--- config.mk ---
export PLATFORM = sky130hd
export DESIGN_NAME = pwm_ramp_gen
export DESIGN_NICKNAME = d
export VERILOG_FILES = /design/src/rtl/adc_pkg.sv /design/src/rtl/pwm_core.sv /design/src/rtl/pwm_ramp_gen.sv
export SDC_FILE = /design/constraint.sdc
export NUM_CORES = 1
export LEC_CHECK = 0
export ABC_CLOCK_PERIOD_IN_PS = 2450
export BUFFER_PORTS_ARGS = -buffer_cell sky130_fd_sc_hd__clkbuf_2
export CAP_MARGIN = 20
export CORE_ASPECT_RATIO = 1.2
export CORE_MARGIN = 1
export CORE_UTILIZATION = 46
export DETAILED_ROUTE_END_ITERATION = 8
export PLACE_DENSITY = 0.74
export SETUP_SLACK_MARGIN = 0.05
export SLEW_MARGIN = 0
export SYNTH_ARGS = -nofsm -noshare
export SYNTH_HDL_FRONTEND = slang
export SYNTH_SLANG_ARGS = --single-unit
--- constraint.sdc ---
create_clock -name clk -period 2.45 [get_ports clk]
set_input_delay 0.3675 -clock clk [delete_from_list [all_inputs] [get_ports clk]]
set_output_delay 0.3675 -clock clk [all_outputs]
set_load 0.05 [all_outputs]
--- src/rtl/adc_pkg.sv ---
// Shared types and constants for the ramp-compare ADC: ramp FSM states and
// the output data width used by the capture stage.
package adc_pkg;

    typedef enum logic {
        IDLE = 1'b0,
        RAMP = 1'b1
    } ramp_state_t;

    localparam int ADC_DATA_W = 16;

endpackage

--- src/rtl/pwm_core.sv ---
// PWM period counter with registered duty compare; flags the last clock of
// each period so the ramp controller can step duty on a period boundary.
module pwm_core #(
    parameter int PWM_BITS = 8
) (
    input  logic                clk,
    input  logic                reset,
    input  logic                i_clear,
    input  logic [PWM_BITS-1:0] i_duty,
    output logic                o_pwm,
    output logic                o_period_end
);

    localparam logic [PWM_BITS-1:0] PCNT_MAX = '1;

    logic [PWM_BITS-1:0] r_pcnt;
    logic                r_pwm;

    // Counter wraps naturally at PCNT_MAX; compare is registered so pwm lags pcnt by one clock.
    always_ff @(posedge clk) begin
        if (reset || i_clear) begin
            r_pcnt <= '0;
            r_pwm  <= 1'b0;
        end else begin
            r_pcnt <= r_pcnt + 1'b1;
            r_pwm  <= (r_pcnt < i_duty);
        end
    end

    assign o_pwm        = r_pwm;
    assign o_period_end = (r_pcnt == PCNT_MAX);

endmodule

--- src/rtl/pwm_ramp_gen.sv ---
// Duty-cycle ramp generator: holds each duty step for SETTLE_PERIODS PWM
// periods, wraps to zero after MAX_DUTY with a sweep_done pulse.
module pwm_ramp_gen
    import adc_pkg::*;
#(
    parameter int PWM_BITS       = 8,
    parameter int SETTLE_PERIODS = 4,
    parameter int STEP           = 1
) (
    input  logic                  clk,
    input  logic                  reset,
    input  logic                  enable,
    input  logic                  restart,
    output logic                  pwm_out,
    output logic [ADC_DATA_W-1:0] duty_cycle,
    output logic                  sweep_done,
    output logic                  busy
);

    localparam logic [PWM_BITS-1:0] MAX_DUTY   = '1;
    localparam int                  SCNT_W     = (SETTLE_PERIODS > 1) ? $clog2(SETTLE_PERIODS) : 1;
    localparam logic [SCNT_W-1:0]   SCNT_LAST  = SCNT_W'(SETTLE_PERIODS - 1);
    localparam logic [PWM_BITS:0]   STEP_EXT   = (PWM_BITS + 1)'(STEP);
    localparam logic [PWM_BITS:0]   MAX_EXT    = {1'b0, MAX_DUTY};

    ramp_state_t         r_state;
    ramp_state_t         w_state_nxt;
    logic [PWM_BITS-1:0] r_duty;
    logic [SCNT_W-1:0]   r_scnt;
    logic                r_sweep_done;

    logic                w_busy;
    logic                w_clear;
    logic                w_period_end;
    logic                w_pwm;
    logic [PWM_BITS:0]   w_duty_sum;
    logic [PWM_BITS-1:0] w_duty_adv;

    always_ff @(posedge clk) begin
        if (reset) begin
            r_state <= IDLE;
        end else begin
            r_state <= w_state_nxt;
        end
    end

    always_comb begin
        w_state_nxt = r_state;
        case (r_state)
            IDLE:    if (enable)  w_state_nxt = RAMP;
            RAMP:    if (!enable) w_state_nxt = IDLE;
            default: w_state_nxt = IDLE;
        endcase
    end

    // Clear covers idle, the disable transition and restart; all three zero pcnt, scnt, duty and pwm.
    always_comb begin
        w_busy  = (r_state == RAMP);
        w_clear = (r_state == IDLE) || !enable || restart;
    end

    // Widen by one bit so a large STEP cannot wrap before the clamp.
    always_comb begin
        w_duty_sum = {1'b0, r_duty} + STEP_EXT;
        w_duty_adv = w_duty_sum[PWM_BITS-1:0];
        if (w_duty_sum > MAX_EXT) begin
            w_duty_adv = MAX_DUTY;
        end
    end

    pwm_core #(
        .PWM_BITS(PWM_BITS)
    ) u_pwm_core (
        .clk          (clk),
        .reset        (reset),
        .i_clear      (w_clear),
        .i_duty       (r_duty),
        .o_pwm        (w_pwm),
        .o_period_end (w_period_end)
    );

    always_ff @(posedge clk) begin
        if (reset || w_clear) begin
            r_duty       <= '0;
            r_scnt       <= '0;
            r_sweep_done <= 1'b0;
        end else begin
            r_sweep_done <= 1'b0;
            if (w_period_end) begin
                if (r_scnt < SCNT_LAST) begin
                    r_scnt <= r_scnt + 1'b1;
                end else begin
                    r_scnt <= '0;
                    if (r_duty == MAX_DUTY) begin
                        r_duty       <= '0;
                        r_sweep_done <= 1'b1;
                    end else begin
                        r_duty <= w_duty_adv;
                    end
                end
            end
        end
    end

    assign pwm_out    = w_pwm;
    assign duty_cycle = ADC_DATA_W'(r_duty);
    assign sweep_done = r_sweep_done;
    assign busy       = w_busy;

endmodule

==> results of run 1 <==
-- per-stage QoR --
stage | power, W | setup slack, ns
3_5_place_dp | 0.000387 | 0.687
5_1_grt | 0.000573 | 0.549
6_report | 0.000546 | 0.661
2_1_floorplan | 0.000393 | 0.604
3_3_place_gp | 0.000387 | 0.765
4_1_cts | 0.000551 | 0.649
-- final cells by class --
type / count / share of cell area
inverter: 10 / 0.0299
multi-input combinational: 96 / 0.522
sequential: 21 / 0.335
timing repair buffer: 15 / 0.0618
tap: 31 / 0.0309
clock buffer: 4 / 0.0209
-- cells by family (layout without fill, tap and decap cells) --
group | count (synthesis) | after routing | share of synthesized area
adders and majority gates | 11 | 11 | 0.118
other | 1 | 8 | 0.00322
and+or+nand+nor | 52 | 52 | 0.250
xor gates and xnor gates | 9 | 9 | 0.0676
DFF | 21 | 21 | 0.361
buffers and inverters | 21 | 29 | 0.0998
muxes | 2 | 2 | 0.0172
AOI/OAI and AO/OA | 14 | 14 | 0.0837
-- sequential cells by signal (all words and copies together), names as in the netlist --
| register | flops |
|---|---|
| busy | 1 |
| u_pwm_core.r_pcnt | 8 |
| r_scnt | 2 |
| r_duty | 8 |
| u_pwm_core.o_pwm | 1 |
| sweep_done | 1 |
-- worst max-delay path, stage by stage, from the launching register on --
cell	delay, ns
dfxtp_1	0.37
ha_1	0.21
and3_1	0.32
nand3_4	0.14
or3_4	0.40
a221oi_2	0.26
-- synthesized netlist by cell type (2+ instances only) --
cell	instances
inv_1	10
clkbuf_1	2
xnor2_1	7
nand3_1	6
buf_4	8
and3_1	4
a21oi_1	5
xor2_1	2
nand2_1	6
nor2_1	17
mux2i_1	2
dfxtp_1	21
ha_1	11
nand4_1	4
a31oi_1	2
nor2b_1	2
o21ai_0	2
nand3b_1	2
-- routing by layer --
metal	global-route usage	wire, microns
met1	0.231	964
met5	0	0
met4	0.0516	27
met3	0.0411	45
met2	0.284	1020
-- layout by cell type (no fill, tap or decap), drive strengths merged, types with 4 or more instances in the layout --
master  count
clkbuf     18
conb        8
nand2       6
a21oi       5
ha         11
dfxtp      21
xnor2       7
nand3       7
and3        5
nor2       17
nand4       4
inv        10
-- power by group through the flow --
stage / sequential [W] / combinational [W] / clock (W)
after floorplan: 0.000354 / 0.0000396 / 0
after global placement: 0.000351 / 0.0000363 / 0
after detailed placement: 0.000351 / 0.0000364 / 0
after CTS: 0.000343 / 0.0000364 / 0.000171
after global routing: 0.000344 / 0.0000382 / 0.000192
final: 0.000343 / 0.0000364 / 0.000166
-- worst paths after layout --
kind,slack (ns),end,depth (start not counted)
setup reg to reg,0.66,r_duty[7],5
hold reg to reg,0.47,u_pwm_core.r_pcnt[0],1
setup / recovery,0.66,r_duty[7],5
hold / removal,0.21,busy,2
==> key figures, run 1 <==
Placed design
  • Port bufs: 14
  • Routability cong.: 0.814
  • DP HPWL: 1570 microns
  • Cell count after placement: 173
  • Dpl cell area: 1230 sq um

STA
  • # setup viols final: 0
  • Clock Skew: 0.00942 ns
  • Min Tclk post-route: 1.79 ns
  • Crit share post-route: 0.730
  • Final hold violation count: 0
  • Setup_tns: 0 ns
  • Max Transition Viols Final: 0
  • Fmax: 559 MHz
  • Fin Hold WS: 0.211 ns
  • RSZ-0062 raised after global routing: no

Floorplan
  • Die ar.: 2740 sq um
  • IO Pins: 23
  • # rows: 19
  • Die Span Y: 57.2 microns
  • Initial Util: 0.495
  • Core area: 2350 sq um
  • Die X: 48.0 microns

Cells and area
  • Util after Layout: 0.534
  • Layout cells sized above 1: 0.171
  • Storage cell area: 420 sq um
  • Cell Count, Final, Fillers Out: 177
  • Area delta synth->final: 7.72%
  • Final Cell Area: 1260 sq um
  • # diodes: 0
  • Filler instances: 230
  • Final nets: 162
  • Area of the multi-input gates: 656 sq um

Yosys
  • Sequential-to-total area share from yosys stat: 0.361
  • Top_reg_cell synth: dfxtp_1
  • Synth top area cells: dfxtp_1, ha_1, nor2_1
  • Post-synth top area cell: dfxtp_1
  • Post-synthesis cell count: 131
  • Yosys Warn Count: 0
  • Synth Area per Inst: 8.90 sq um
  • Synth cell types: 36
  • Synth Cell Area: 1170 sq um
  • EDFF count, synth: 0
  • Seq cells post-synth: 21
  • Post-synth top area share: 0.361
  • Async SR Flop Fraction: 0

Detailed routing
  • Vias/cell: 5.00
  • DRT iter0 DRCs: 9
  • DRC viols: 0
  • Vias: 885
  • Wire per inst: 11.6 microns
  • Antenna Violating Nets Remaining: 0
  • DRT Pass-1 Iters: 4
  • Routed wire length: 2060 microns

Clock network
  • Clk buf depth: 2
  • CTS Sinks: 21
  • CTS clk-pin slew, worst paths: 0.12 ns
  • CTS tree: yes
  • # Post-CTS Setup Buffers: 0
  • Post-CTS Hold Fix Bufs: 0
  • CTS buffer count: 3
  • H-tree depth: 1
  • Clock Tree Root: clkbuf_4
  • Resized cells post-CTS: 0
  • Later-pin clock latency in the skew report: 0.30 ns

Critical path
  • Crit path required time: 2.67 ns
  • CP Capture Type: register
  • Critical path origin: u_pwm_core.r_pcnt[1]
  • CP Class: register to register
  • Crit path max fanout: 7
  • R2R Path Start: u_pwm_core.r_pcnt[1]
  • Worst Setup Start Kind: register
  • Arrival time worst endpoint: 2.00 ns

Flow run
  • Max cap viols: 0

Global route
  • Vias in the first global route: 839
  • Pin count of the biggest net entering global routing: 21
  • First-pass GRT wire length: 3580 microns
  • Total track usage: 0.177
  • Gr ovfl total: 0
  • Initial antenna violation count: 0

Power and ir drop
  • Sequential Power Share: 0.628
  • Switching Fraction: 0.250
  • Maximum VDD drop: 0.276 mV
  • Switching pwr: 0.000136 W
  • Pwr dens: 435 nW/um^2
  • Int Pwr: 0.000410 W
  • Clock network fraction of total power: 0.305
  • Leak: 0.451 nW
  • Comb pwr share: 0.067

Min path
  • Worst min path class: input pin to register
  • Min-delay src: reset

Outcome
  • Status: completed
No activity file was read; power rests on OpenSTA's default activity.
==> inputs of run 2 (changes only) <==
--- a/config.mk
+++ b/config.mk
@@ -5,14 +5,15 @@
 export SDC_FILE = /design/constraint.sdc
 export NUM_CORES = 1
 export LEC_CHECK = 0
-export ABC_CLOCK_PERIOD_IN_PS = 2450
+export ABC_AREA = 1
+export ABC_CLOCK_PERIOD_IN_PS = 1600
 export BUFFER_PORTS_ARGS = -buffer_cell sky130_fd_sc_hd__clkbuf_2
 export CAP_MARGIN = 20
 export CORE_ASPECT_RATIO = 1.2
 export CORE_MARGIN = 1
 export CORE_UTILIZATION = 46
 export DETAILED_ROUTE_END_ITERATION = 8
-export PLACE_DENSITY = 0.74
+export PLACE_DENSITY = 0.77
 export SETUP_SLACK_MARGIN = 0.05
 export SLEW_MARGIN = 0
 export SYNTH_ARGS = -nofsm -noshare
==> constraint.sdc (replaced) <==
create_clock -name clk -period 1.6 [get_ports clk]
set_input_delay 0.24 -clock clk [delete_from_list [all_inputs] [get_ports clk]]
set_output_delay 0.24 -clock clk [all_outputs]
set_load 0.05 [all_outputs]
==> run 2 against run 1 <==
Against the previous run: clock power increased by 53%; combinational power up 60%; critical path depth grew 3; via count grew 21%; register-to-register slack got worse by 0.49 ns; critical endpoint is now r_duty[4]; sequential power grew 53%.
==> key figures, run 2 <==
Power and ir drop
  • Switching pwr: 0.000211 W
  • Maximum VDD drop: 0.321 mV
  • Comb pwr share: 0.069
  • Sequential Power Share: 0.627
  • Int Pwr: 0.000627 W
  • Pwr dens: 597 nW/um^2
  • Leak: 0.615 nW
  • Switching Fraction: 0.251
  • Clock network fraction of total power: 0.304

Yosys
  • Post-synth top area share: 0.337
  • Seq cells post-synth: 21
  • Yosys Warn Count: 0
  • Sequential-to-total area share from yosys stat: 0.337
  • Synth top cells by count: nand2_1, inv_1, nor2_1, dfxtp_1
  • Synth Cell Area: 1250 sq um
  • Synth Area per Inst: 7.26 sq um
  • Post-synth top area cell: dfxtp_1
  • Async SR Flop Fraction: 0
  • Synth cell types: 25
  • Synth top area cells: dfxtp_1, nand2_1, ha_1
  • Post-synthesis cell count: 172
  • EDFF count, synth: 0
  • Most frequent cell after synthesis: nand2_1
  • Top_reg_cell synth: dfxtp_1

Global route
  • Vias in the first global route: 942
  • First-pass GRT wire length: 3850 microns
  • Pin count of the biggest net entering global routing: 12
  • Gr ovfl total: 0
  • Total track usage: 0.173
  • Initial antenna violation count: 0

Clock network
  • # Post-CTS Setup Buffers: 0
  • Clk buf depth: 2
  • CTS buffer count: 3
  • Later-pin clock latency in the skew report: 0.30 ns
  • Clock Tree Root: clkbuf_4
  • CTS clk-pin slew, worst paths: 0.11 ns
  • CTS tree: yes
  • Post-CTS Hold Fix Bufs: 0
  • H-tree depth: 1
  • CTS Sinks: 21
  • Resized cells post-CTS: 0

Critical path
  • Crit path required time: 1.84 ns
  • Critical path's slowest cell: dfxtp_1
  • Critical Path, Cell by Cell: ha_1 -> nand2_1 -> nor2_4 -> nand3_4 -> buf_12 -> clkinv_4 -> nand3_2 -> a21oi_2
  • Worst path max stage delay: 0.39 ns
  • Arrival time worst endpoint: 1.68 ns
  • Number of cells on the worst reg-to-reg path: 8
  • Reg2reg setup slack: 0.17 ns
  • R2R Path Start: u_pwm_core.r_pcnt[0]
  • Crit path max fanout: 5
  • R2r endpoint: r_duty[4]
  • Crit-path leading delay family: simple AND/OR/NAND/NOR gates
  • Critical path origin: u_pwm_core.r_pcnt[0]
  • CP bufs+invs: 2
  • CP Class: register to register
  • CP endpoint: r_duty[4]
  • CP Capture Type: register
  • Critical Path Stages: 8
  • Worst Setup Start Kind: register

STA
  • RSZ-0062 raised after global routing: no
  • # setup viols final: 0
  • Min Tclk post-route: 1.43 ns
  • Clock Skew: 0.00179 ns
  • Fmax: 699 MHz
  • Final hold violation count: 0
  • Max Transition Viols Final: 0
  • Setup_tns: 0 ns
  • Crit share post-route: 0.894
  • Worst setup margin: 0.170 ns

Flow run
  • Max cap viols: 0

Cells and area
  • Util after Layout: 0.550
  • Commonest non-fill, non-tap cell in the layout: nand2_1
  • Most frequent cells in the layout: nand2_1, inv_1, nor2_1
  • Final nets: 210
  • Biggest regs: r_duty (8), u_pwm_core.r_pcnt (8), r_scnt (2)
  • Area delta synth->final: 12.4%
  • Layout cells sized above 1: 0.186
  • Cell Count, Final, Fillers Out: 227
  • # diodes: 0

Floorplan
  • Die Span Y: 59.1 microns
  • Die X: 49.6 microns
  • Initial Util: 0.489
  • Core area: 2550 sq um
  • Die ar.: 2930 sq um
  • # rows: 20
  • IO Pins: 23

Detailed routing
  • Antenna Violating Nets Remaining: 0
  • Met1 wire length: 1010 microns
  • Wire per inst: 10.3 microns
  • Vias/cell: 4.72
  • Uppermost layer routed: met4
  • Vias: 1072
  • Met3 wire len: 58 microns
  • DRT Pass-1 Iters: 4
  • Routed wire length: 2330 microns
  • Met2 Routed Length: 1200 microns
  • DRC viols: 0
  • DRT iter0 DRCs: 17

Outcome
  • Status: completed

Placed design
  • Routability cong.: 0.791
  • Port bufs: 14
  • Cell count after placement: 219
  • Pre-CTS WS: 0.140 ns
  • DP HPWL: 1760 microns

Min path
  • Worst min path class: input pin to register
  • Hold depth: 2
[run 2: cell count changes after synthesis, moves of 3 or more]
cell,previous run,this run
nand2_1,6,46
xnor2_1,7,0
nor2_4,0,3
inv_1,10,22
nand4_1,4,0
and3_1,4,0
nor2_1,17,22
a21oi_1,5,11
[run 2: worst min path at each step]
stage / startpoint / to / slack, ns
after floorplan: reset / busy / 0.32
after global placement: reset / busy / 0.41
after detailed placement: reset / busy / 0.42
after CTS: reset / busy / 0.09
after global routing: reset / busy / 0.07
final: reset / busy / 0.09
[run 2: worst reg2reg max path, stage by stage, from the launching register on]
cell and delay [ns]:
dfxtp_1 0.39, ha_1 0.18, nand2_1 0.10, nor2_4 0.18, nand3_4 0.14, buf_12 0.16, clkinv_4 0.05, nand3_2 0.06
a21oi_2 0.11
[run 2: routing by layer]
layer	vias up	GRT usage
li1	563	-
met1	488	0.179
met2	15	0.330
met3	6	0.0231
met4	0	0.0980
met5	-	0
[run 2: cell families after synthesis]
logic type	count (synthesis)	share of synthesized area
AO/OA/AOI/OAI	20	0.0922
AND/OR/NAND/NOR	83	0.303
other	1	0.00300
adder cells (fa/ha/maj)	11	0.110
flip-flops	21	0.337
buffers and inverters	33	0.134
XOR/XNOR	3	0.0210
[run 2: cell type report]
class	count	area (sq um)
clock buffers	4	26.3
fillers	250	1150
multi-input cells	125	687
repair buffers	21	135
flip-flops and latches	21	423
well taps	33	41.3
inverters	23	91.3
[run 2: through the flow]
step	area (sq um)	hold slack, ns	power [W]
5_1_grt	1400	0.0741	0.000872
3_3_place_gp	1340	0.412	0.000595
4_1_cts	1360	0.0866	0.000851
2_1_floorplan	1280	0.323	0.000604
3_5_place_dp	1340	0.421	0.000595
6_report	1400	0.0949	0.000838
[run 2: power groups by stage]
stage	Combinational (W)	Sequential [W]	Clock, W
5_1_grt	0.0000601	0.000526	0.000286
3_5_place_dp	0.0000576	0.000537	0
6_report	0.0000581	0.000525	0.000254
2_1_floorplan	0.0000618	0.000542	0
4_1_cts	0.0000577	0.000525	0.000268
3_3_place_gp	0.0000573	0.000537	0
==> inputs of run 3 (changes only) <==
--- a/config.mk
+++ b/config.mk
@@ -6,7 +6,7 @@
 export NUM_CORES = 1
 export LEC_CHECK = 0
 export ABC_AREA = 1
-export ABC_CLOCK_PERIOD_IN_PS = 1600
+export ABC_CLOCK_PERIOD_IN_PS = 1280
 export BUFFER_PORTS_ARGS = -buffer_cell sky130_fd_sc_hd__clkbuf_2
 export CAP_MARGIN = 20
 export CORE_ASPECT_RATIO = 1.2
==> constraint.sdc (replaced) <==
create_clock -name clk -period 1.28 [get_ports clk]
set_input_delay 0.32 -clock clk [delete_from_list [all_inputs] [get_ports clk]]
set_output_delay 0.32 -clock clk [all_outputs]
set_load 0.05 [all_outputs]
==> run 3 against run 2 <==
Against the previous run: non-clock buffer count increased by 12; highest routed layer unchanged; sequential power is 22% higher; utilization increased by 14 points; sequential cell count unchanged; largest cell class unchanged; hold slack gained 0.042 ns; register-to-register slack got worse by 0.17 ns; count of clock-buffer cells in the layout unchanged; combinational power up 31%; critical path depth decreased by 6; clock skew grew 0.0011 ns.
==> key figures, run 3 (synthesis gave the netlist of run 2 again) <==
Placed design
  • DP HPWL: 1950 microns
  • Cell count after placement: 223
  • Routability cong.: 0.824
  • Port bufs: 14
  • Pre-CTS WS: -0.0349 ns

Critical path
  • Crit path required time: 0.96 ns
  • Number of cells on the worst reg-to-reg path: 7
  • R2R Path Start: u_pwm_core.r_pcnt[1]
  • CP Capture Type: primary output
  • Crit-path leading delay family: flip-flops
  • CP Class: register to primary output
  • Critical path origin: r_duty[3]
  • Critical Path, Cell by Cell: buf_6 -> clkbuf_16
  • Worst Setup Start Kind: register
  • Critical path's slowest cell: dfxtp_4
  • R2r endpoint: r_duty[3]
  • Worst path max stage delay: 0.36 ns
  • Arrival time worst endpoint: 0.96 ns
  • CP bufs+invs: 2
  • Crit path max fanout: 2
  • Reg2reg setup slack: 0.0002 ns

Global route
  • Pin count of the biggest net entering global routing: 12
  • First-pass GRT wire length: 4550 microns
  • Met2 Use GR: 0.403
  • Initial antenna violation count: 0
  • GR Util met1: 0.202
  • GR met3 Demand/Resource: 0.0308
  • Grt peak-use layer: met2
  • Gr ovfl total: 0
  • Total track usage: 0.207
  • Vias in the first global route: 1153

Clock network
  • H-tree depth: 1
  • Later-pin clock latency in the skew report: 0.32 ns
  • Clk buf depth: 2
  • CTS clk-pin slew, worst paths: 0.12 ns
  • CTS buffer count: 3
  • CTS Sinks: 21
  • Clock Tree Root: clkbuf_4
  • CTS tree: yes
  • Post-CTS Hold Fix Bufs: 0

Cells and area
  • Layout cells sized above 1: 0.398
  • Area of the multi-input gates: 802 sq um
  • Biggest regs: r_duty (8), u_pwm_core.r_pcnt (8), r_scnt (2)
  • Commonest non-fill, non-tap cell in the layout: nand2_1
  • Storage cell area: 459 sq um
  • Area delta synth->final: 40.1%
  • Filler instances: 189
  • Util after Layout: 0.685
  • Cell Count, Final, Fillers Out: 239
  • # diodes: 0
  • Most frequent cells in the layout: nand2_1, inv_1, nor2_1
  • Final nets: 222

Min path
  • Min-delay src: reset
  • Worst min path class: input pin to register
  • Hold Path Sink: busy
  • Hold depth: 2

Floorplan
  • Core area: 2550 sq um
  • # rows: 20
  • IO Pins: 23
  • Die ar.: 2930 sq um
  • Die X: 49.6 microns
  • Die Span Y: 59.1 microns
  • Initial Util: 0.489

STA
  • Max Transition Viols Final: 0
  • Worst setup margin: 0.000236 ns
  • # setup viols final: 0
  • Final hold violation count: 0
  • Crit share post-route: 1.00
  • Fin Hold WS: 0.137 ns
  • Fmax: 781 MHz
  • RSZ-0062 raised after global routing: yes
  • Clock Skew: 0.00294 ns
  • Setup_tns: 0 ns
  • Min Tclk post-route: 1.28 ns

Detailed routing
  • DRT Pass-1 Iters: 4
  • DRC viols: 0
  • Antenna Violating Nets Remaining: 0
  • Vias/cell: 4.85
  • Vias: 1158
  • Routed wire length: 3030 microns
  • Wire per inst: 12.7 microns
  • DRT iter0 DRCs: 30

Outcome
  • Status: completed

Flow run
  • Max cap viols: 0

Power and ir drop
  • Leak: 0.777 nW
  • Maximum VDD drop: 0.516 mV
  • Pwr dens: 605 nW/um^2
[run 3: cell types whose count changed in the layout (fill, tap and decap cells not counted), sizes merged]
cell / before / now
buf: 7 / 27
clkbuf: 18 / 10
[run 3: final cells by class]
type / instances / share of cell area
Clock buffer: 4 / 0.0150
Inverter: 23 / 0.0522
Sequential cell: 21 / 0.263
Multi-Input combinational cell: 125 / 0.459
Tap cell: 33 / 0.0236
Timing Repair Buffer: 33 / 0.188
[run 3: report_power, final]
part | internal, W | switching, W | total [W]
sequential | 0.000639 | 0.00000154 | 0.000640
clock | 0.000122 | 0.000220 | 0.000343
combinational | 0.00000957 | 0.0000663 | 0.0000759
total | 0.000771 | 0.000288 | 0.00106
[run 3: what timing repair did]
item                                    in CTS  in global routing
resized for setup                           32                 26
pin swaps                                    4                 11
endpoints found under the setup margin      20                 24
cloned                                       0                  0
buffers inserted                             8                  4
[run 3: worst max path at each step]
stage,cells after the start,slack [ns],end
2_1_floorplan,6,0.05,u_pwm_core.o_pwm
3_3_place_gp,7,0.03,r_duty[7]
3_5_place_dp,7,-0.03,r_duty[1]
4_1_cts,7,-0.002,r_scnt[0]
5_1_grt,7,-0.12,r_duty[3]
6_report,2,0.0002,duty_cycle[3]
[run 3: worst register-to-register path, stage by stage, from the launching register on]
cell	delay, ns
dfxtp_2	0.38
ha_4	0.15
nand2_4	0.05
nor2_4	0.12
nand3_4	0.17
nor2_4	0.17
nand2_1	0.08
a21oi_1	0.11
[run 3: stage by stage]
stage / power (W) / cell area (sq um)
3_5_place_dp: 0.000731 / 1430
2_1_floorplan: 0.000741 / 1340
3_3_place_gp: 0.000731 / 1430
5_1_grt: 0.00109 / 1750
4_1_cts: 0.00106 / 1640
6_report: 0.00106 / 1750
[run 3: metal layers]
| metal | vias to the layer above | wire length (microns) |
|---|---|---|
| met5 | - | 0 |
| met4 | 0 | 112 |
| met3 | 9 | 90 |
| met2 | 33 | 1680 |
| met1 | 528 | 1150 |
| li1 | 588 | - |
